==> config.mk <==
export PLATFORM = sky130hd
export DESIGN_NAME = pipe_ctrl_n
export DESIGN_NICKNAME = d
export VERILOG_FILES = /design/src/rtl/pipe_ctrl_n.sv
export SDC_FILE = /design/constraint.sdc
export NUM_CORES = 1
export LEC_CHECK = 0
export ABC_CLOCK_PERIOD_IN_PS = 2990
export CORE_MARGIN = 4
export CORE_UTILIZATION = 38
export CTS_CLUSTER_SIZE = 28
export DETAILED_ROUTE_END_ITERATION = 6
export MAX_ROUTING_LAYER = met4
export PLACE_DENSITY = 0.85
export SETUP_SLACK_MARGIN = 0.02
export SKIP_LAST_GASP = 1
export SLEW_MARGIN = 20
export SYNTH_ARGS = -nofsm -noshare
export SYNTH_HDL_FRONTEND = slang
export SYNTH_SLANG_ARGS = --single-unit
==> constraint.sdc <==
create_clock -name clk -period 2.99 [get_ports clk]
set_input_delay 0.598 -clock clk [delete_from_list [all_inputs] [get_ports clk]]
set_output_delay 0.598 -clock clk [all_outputs]
set_load 0.01 [all_outputs]
==> src/rtl/pipe_ctrl_n.sv <==
// Pipeline hazard controller: stall/bubble/flush arbitration across NSTAGE stages,
// PC redirect, debug halt/single-step drain FSM and a saturating stall-cycle counter.
module pipe_ctrl_n #(
  parameter int NSTAGE = 6,
  parameter int FW     = $clog2(NSTAGE),
  parameter int CNT_W  = 32
) (
  input  logic              clk,
  input  logic              rst_n,
  input  logic [NSTAGE-1:0] stallreq,
  input  logic [NSTAGE-1:0] stage_valid,
  input  logic              flush_req,
  input  logic [FW-1:0]     flush_stage,
  input  logic [31:0]       flush_pc,
  input  logic              dbg_halt_req,
  input  logic              dbg_resume,
  input  logic              dbg_step,
  output logic [NSTAGE-1:0] stall,
  output logic [NSTAGE-1:0] bubble,
  output logic [NSTAGE-1:0] flush,
  output logic              redirect_valid,
  output logic [31:0]       redirect_pc,
  output logic              halted,
  output logic [CNT_W-1:0]  stall_cycles
);

  typedef enum logic [1:0] {RUN, DRAIN, HALTED, STEP} state_t;

  state_t            state_reg;
  logic              halted_reg;
  logic [CNT_W-1:0]  cnt_reg;

  logic [NSTAGE-1:0] older_mask;
  logic [NSTAGE-1:0] eff_req;
  logic [NSTAGE-1:0] stall_arb;
  logic [NSTAGE-1:0] bubble_arb;
  logic [NSTAGE-1:0] flush_arb;
  logic [NSTAGE-1:0] force_stall;
  logic [NSTAGE-1:0] force_bubble;
  logic              flush_acc;
  logic              hold_fetch;
  logic              unused_sv0;

  // The fetch stage never holds a drained instruction, so its valid bit is not consulted.
  assign unused_sv0 = stage_valid[0];

  generate
    for (genvar gi = 0; gi < NSTAGE; gi++) begin : g_stage
      // A stage stalls when it or any older stage requests a stall.
      assign stall_arb[gi] = |eff_req[NSTAGE-1:gi];
      if (gi == 0) begin : g_fetch
        assign older_mask[gi] = 1'b0;
        assign bubble_arb[gi] = 1'b0;
        assign flush_arb[gi]  = 1'b0;
      end else begin : g_rest
        assign older_mask[gi] = (FW'(gi) > flush_stage);
        assign bubble_arb[gi] = stall_arb[gi-1] & ~stall_arb[gi];
        assign flush_arb[gi]  = flush_acc & (FW'(gi) <= flush_stage);
      end
    end
  endgenerate

  // An accepted flush kills every requester at or below F, so no stalls remain.
  always_comb begin
    flush_acc = flush_req & ~(|(stallreq & older_mask));
    eff_req   = flush_acc ? '0 : stallreq;
  end

  always_comb begin
    hold_fetch      = (state_reg == DRAIN) || (state_reg == HALTED);
    force_stall     = '0;
    force_bubble    = '0;
    force_stall[0]  = hold_fetch;
    force_bubble[1] = hold_fetch;
  end

  always_comb begin
    stall          = '0;
    bubble         = '0;
    flush          = '0;
    redirect_valid = 1'b0;
    redirect_pc    = '0;
    if (rst_n) begin
      stall          = stall_arb | force_stall;
      bubble         = bubble_arb | force_bubble;
      flush          = flush_arb;
      redirect_valid = flush_acc;
      redirect_pc    = flush_acc ? flush_pc : '0;
    end
  end

  always_ff @(posedge clk or negedge rst_n) begin
    if (!rst_n) begin
      state_reg  <= RUN;
      halted_reg <= 1'b0;
      cnt_reg    <= '0;
    end else begin
      if ((|stall) && (cnt_reg != '1))
        cnt_reg <= cnt_reg + CNT_W'(1);
      case (state_reg)
        RUN: begin
          if (dbg_halt_req)
            state_reg <= DRAIN;
        end
        DRAIN: begin
          if (stage_valid[NSTAGE-1:1] == '0) begin
            state_reg  <= HALTED;
            halted_reg <= 1'b1;
          end
        end
        HALTED: begin
          if (dbg_step) begin
            state_reg  <= STEP;
            halted_reg <= 1'b0;
          end else if (dbg_resume && !dbg_halt_req) begin
            state_reg  <= RUN;
            halted_reg <= 1'b0;
          end
        end
        STEP: begin
          // Remain here until the single fetch actually goes through.
          if (!stall_arb[0])
            state_reg <= DRAIN;
        end
        default: begin
          state_reg  <= RUN;
          halted_reg <= 1'b0;
        end
      endcase
    end
  end

  assign halted       = halted_reg;
  assign stall_cycles = cnt_reg;

endmodule

### Word level (Yosys, flattened, before mapping)

Index checks and enable logic that the tools add are counted.

* register bits after elaboration: 35
* word-level logic and storage cells: 75

* add/subtract/negate cells: 1
* magnitude comparators: 10
* eq/ne operators: 8
* multiplexer cells: 17
* bitwise operators: 20
* reduce and logical (&&, ||, !) cells: 16

Operator list (number)
* $mux 32: 2
* $add 32x1->32 const B: 1
* $ne 32x32->1 const B: 1
* $mux 6: 4
* $reduce_or 6->1: 3
* $and 1x1->1: 11
* $mux 2: 5
* $pmux 2 s4: 1
* $and 6x6->6: 1
* $gt 2x3->1 const A: 2
* $gt 3x3->1 const A: 2
* $le 2x3->1 const A: 2
* $le 3x3->1 const A: 2
* $not 1->1: 6
* $or 6x1->6: 1
* $or 6x2->6: 1
* $logic_not 5->1: 1
* $reduce_or 5->1: 1
* $eq 2x2->1 const B: 2
* $mux 1: 4
* $ne 2x2->1 const B: 2
* $reduce_and 4->1: 1
* $reduce_or 4->1: 1
* $gt 1x3->1 const A: 1
* 13 further kinds: 14

### Depth between registers and ports, before layout

Gate-level depths: netlist of the first run.

* depth after elaboration: 11
* depth in mapped cells: 8
* mapped depth without buffers: 7

### Worst setup path before layout of the first run

Ideal clock, no wire load.

* kind: input to output
* start: input port stallreq[1]
* end: output port flush[1]
* data arrival time: 1.967 ns
* required time: 2.392 ns
* slack: 0.425 ns
* cell stages on the path: 5
* cells stage by stage: nor2b_1 o31a_1 nor4_2 clkbuf_1 o31a_1

* cells in the longest elaborated chain, start to end: 6

Ends and longest elaborated chain
* start, declared: line 10 `input logic [NSTAGE-1:0] stallreq,`
* $and 6x6->6: line 65 `flush_acc = flush_req & ~(|(stallreq & older_mask));`
* $reduce_or 6->1: line 65
* $not 1->1: line 65
* $and 1x1->1: line 65
* $and 1x1->1: line 58 `assign flush_arb[gi] = flush_acc & (FW'(gi) <= flush_stage);`
* $mux 6: line 83 `if (rst_n) begin`
* end, declared: line 20 `output logic [NSTAGE-1:0] flush,`

No other way between the ends.

### Worst setup path after layout of the first run

* start: input port flush_req
* end: output port bubble[1]

* cells in the longest elaborated chain, start to end: 7

Ends and longest elaborated chain
* start, declared: line 12 `input logic flush_req,`
* $and 1x1->1 *: line 65
* $mux 6 *: line 66 `eff_req = flush_acc ? '0 : stallreq;`
* $reduce_or 5->1: line 50 `assign stall_arb[gi] = |eff_req[NSTAGE-1:gi];`
* $not 1->1: line 57 `assign bubble_arb[gi] = stall_arb[gi-1] & ~stall_arb[gi];`
* $and 1x1->1 *: line 57
* $or 6x2->6 *: line 85 `bubble = bubble_arb | force_bubble;`
* $mux 6 *: line 83
* end, declared: line 19 `output logic [NSTAGE-1:0] bubble,`

Every way passes the cells marked *; elsewhere a longest branch is shown, timed or not.

==> results of run 1 <==
==> worst paths after layout <==
kind / startpoint / slack [ns] / depth (start not counted) / to
setup / recovery: flush_req / 0.06 / 8 / bubble[1]
min in group clk: stall_cycles[8] / 0.49 / 1 / stall_cycles[8]
max in group asynchronous: rst_n / 2.21 / 2 / stall_cycles[28]
setup reg to reg: state_reg[0] / 0.79 / 7 / stall_cycles[30]
hold / removal: rst_n / 0.46 / 2 / stall_cycles[7]
hold reg to reg: stall_cycles[8] / 0.49 / 1 / stall_cycles[8]
==> logic make-up after synthesis <==
family                     count (synthesis)
AOI/OAI and AO/OA                         18
DFF                                       35
buffers and inverters                     21
adders and majority gates                  5
muxes                                      5
and+or+nand+nor                          143
xor gates and xnor gates                  29
other                                      1
==> layout make-up <==
cell class              count  area (um2)
fillers                   502        2030
repair buffers            163        1420
multi-input cells         202        1380
flip-flops and latches     35         876
well taps                  75        93.8
clock buffers               6        72.6
inverters                   9        36.3
clock inverters             2        12.5
==> repair_timing <==
action,in CTS,in global routing
pin swaps,4,2
hold buffers,0,0
endpoints found under the setup margin,49,38
resized for setup,96,33
setup buffers,4,1
==> worst register-to-register path, stage by stage, from the launching register on <==
cell     delay [ns]
dfrtp_1        0.40
inv_1          0.08
ha_1           0.36
a211o_1        0.33
o31ai_4        0.24
buf_4          0.29
nor3_1         0.11
mux2_1         0.31
==> power by group <==
part	internal (mW)	switching [mW]	leakage (nW)	total (mW)
Combinational	0.383	0.298	1.34	0.680
Sequential	0.549	0.0932	0.443	0.642
Clock	0.163	0.166	0.0412	0.329
==> through the flow <==
step | area (um2) | TNS (ns) | total power [mW] | util | hold slack [ns]
2_1_floorplan | 2320 | 0 | 0.969 | - | 0.302
3_3_place_gp | 3880 | -16.56 | 1.33 | 0.656 | 0.479
3_5_place_dp | 3880 | -18.00 | 1.35 | 0.656 | 0.480
4_1_cts | 3970 | -0.0375 | 1.66 | 0.670 | 0.464
5_1_grt | 3890 | -0.0331 | 1.77 | 0.656 | 0.491
6_report | 3890 | 0 | 1.65 | 0.656 | 0.457
==> routing by layer <==
layer	global-route usage	wire length, um	vias up
met1	0.225	2680	1125
met5	-	0	-
met2	0.404	4160	122
li1	-	-	1210
met3	0.0442	598	14
met4	0.0633	149	0
==> synth_stat cells, types with 2 or more instances <==
master / n
and2_1: 35
dfrtp_1: 35
nand3_1: 17
nor3_1: 16
nor2_1: 15
xor2_1: 15
xnor2_1: 14
nand2_1: 13
and3_1: 12
nand4_1: 11
inv_1: 8
clkbuf_1: 7
ha_1: 5
nor4_1: 5
a21oi_1: 4
mux2_1: 4
or3_1: 4
and4_1: 3
nand2b_1: 3
o21ai_0: 3
buf_4: 2
buf_6: 2
nor2b_1: 2
nor4_2: 2
nor4b_1: 2
o31a_1: 2
==> flow_summary.yaml, run 1 <==
global_routing:
  antenna_found_initial: 0
  grt_first_pass_wirelength_mm: 12.2
  grt_max_degree: 36
  track_usage: 0.216
  grt_pass1_vias: 2574
  overflow: 0
final_layout:
  drive_gt1_frac: 0.180
  final_common_cell: "clkdlybuf4s50_1"
  largest_reg_flops: 32
  final_cell_mix: "clkdlybuf4s50_1 (76), dfrtp_1 (35), and2_1 (34), buf_4 (29), dlygate4sd2_1 (25)"
  area_growth_pct: 67.5
  instances_no_fill: 492
  diodes: 0
  nets: 474
placement:
  dp_slack_ns: -0.465
  hpwlAfterDp_mm: 6.17
  io_buffers: 133
  place_congestion: 0.859
  place_inst: 479
sta:
  tightest_slew_ns: 0.555
  clock.fmax_mhz: 341
  post-route-period-util: 0.980
  fin_ws_ns: 0.0608
  layout_min_cycle_time_ns: 2.93
  slew_headroom: 0.628
  finalHoldViolations: 0
  skew_ns: 0.00925
  maxSlewViolCount: 0
  setup_viol: 0
  rsz0062_at_grt: "true"
floorplan:
  dieWidth_um: 86.1
  rows: 28
  core_um2: 5920
  dieArea_um2: 7420
  pin_count: 137
  dieHeight_um: 86.1
  start_util: 0.392
clock_tree:
  clk_pin_slew_ns: 0.07
  cts-buffers-inserted: 5
  clk_latency_ns: 0.29
  cts_buffer_depth: 2
  cts_sinks: 35
  cts_tree: "built"
  cts_root_buf: "clkbuf_8"
  cts_max_level: 2
route:
  dr.pass1.iters: 4
  vias_per_cell: 5.02
  num_vias: 2471
  dr.first_iter.drc_count: 92
  drc_errors: 0
  routed_wl_mm: 7.59
  routedWlPerCell_um: 15.4
  drt.antenna.violating_nets: 0
setup_path:
  worstPathRequired_ns: 2.39
  worstSetupEndpointType: "primary output"
  path_max_fanout: 4
  critPathTopFamily: "buffers and inverters"
  crit_chain: "clkdlybuf4s50_1, inv_1, a21o_1, or3_4, buf_4, a31oi_2, nor2_1, clkdlybuf4s15_1"
  cp_num_buf_inv: 4
  cp-start-kind: "input port"
  critPathArrivalTime_ns: 2.33
  critPathSlowestCell: "clkdlybuf4s50_1"
  path_class: "in -> out"
  slowest_delay_ns: 0.45
synth:
  synthCells: 257
  synth_top_family_by_area: "simple AND/OR/NAND/NOR gates"
  synthMuxAreaShare: 0.0237
  synth_area_leader_cell: "dfrtp_1"
  synth.yosys.seq_area_share: 0.378
  synth.distinct_cells: 42
  synth_seq_cells: 35
  synthSimpleGateAreaFrac: 0.353
  synth_top_area_frac: 0.378
  avgSynthCellArea_um2: 9.03
  synth_area_leaders: "dfrtp_1 (38%), and2_1 (9.4%), xor2_1 (5.7%)"
  synth_compound_area_frac: 0.0626
  synth_edf_count: 0
  syn-cell-area_um2: 2320
  synth_warnings: 0
  async_reset_ff_frac: 1.00
  synth_ff_type: "dfrtp_1"
  yosys.area_share.xor_xnor: 0.109
  synthAdderAreaFrac: 0.0270
worst_hold_path:
  hold_class: "in -> async"
flow_run:
  drv_cap: 0
status:
  status: "completed"
pwr:
  p_per_area_nw_per_um2: 425
  vdd_drop_max_uv: 258
  cellLeakagePower_nw: 1.83
Power figures use the tool's default switching activity.
==> run 2, diff against run 1 <==
Settings changed: GPL_ROUTABILITY_DRIVEN set to 1.
==> results of run 2 <==
Same layout as run 1: the final DEF is identical, and so are final timing and power.
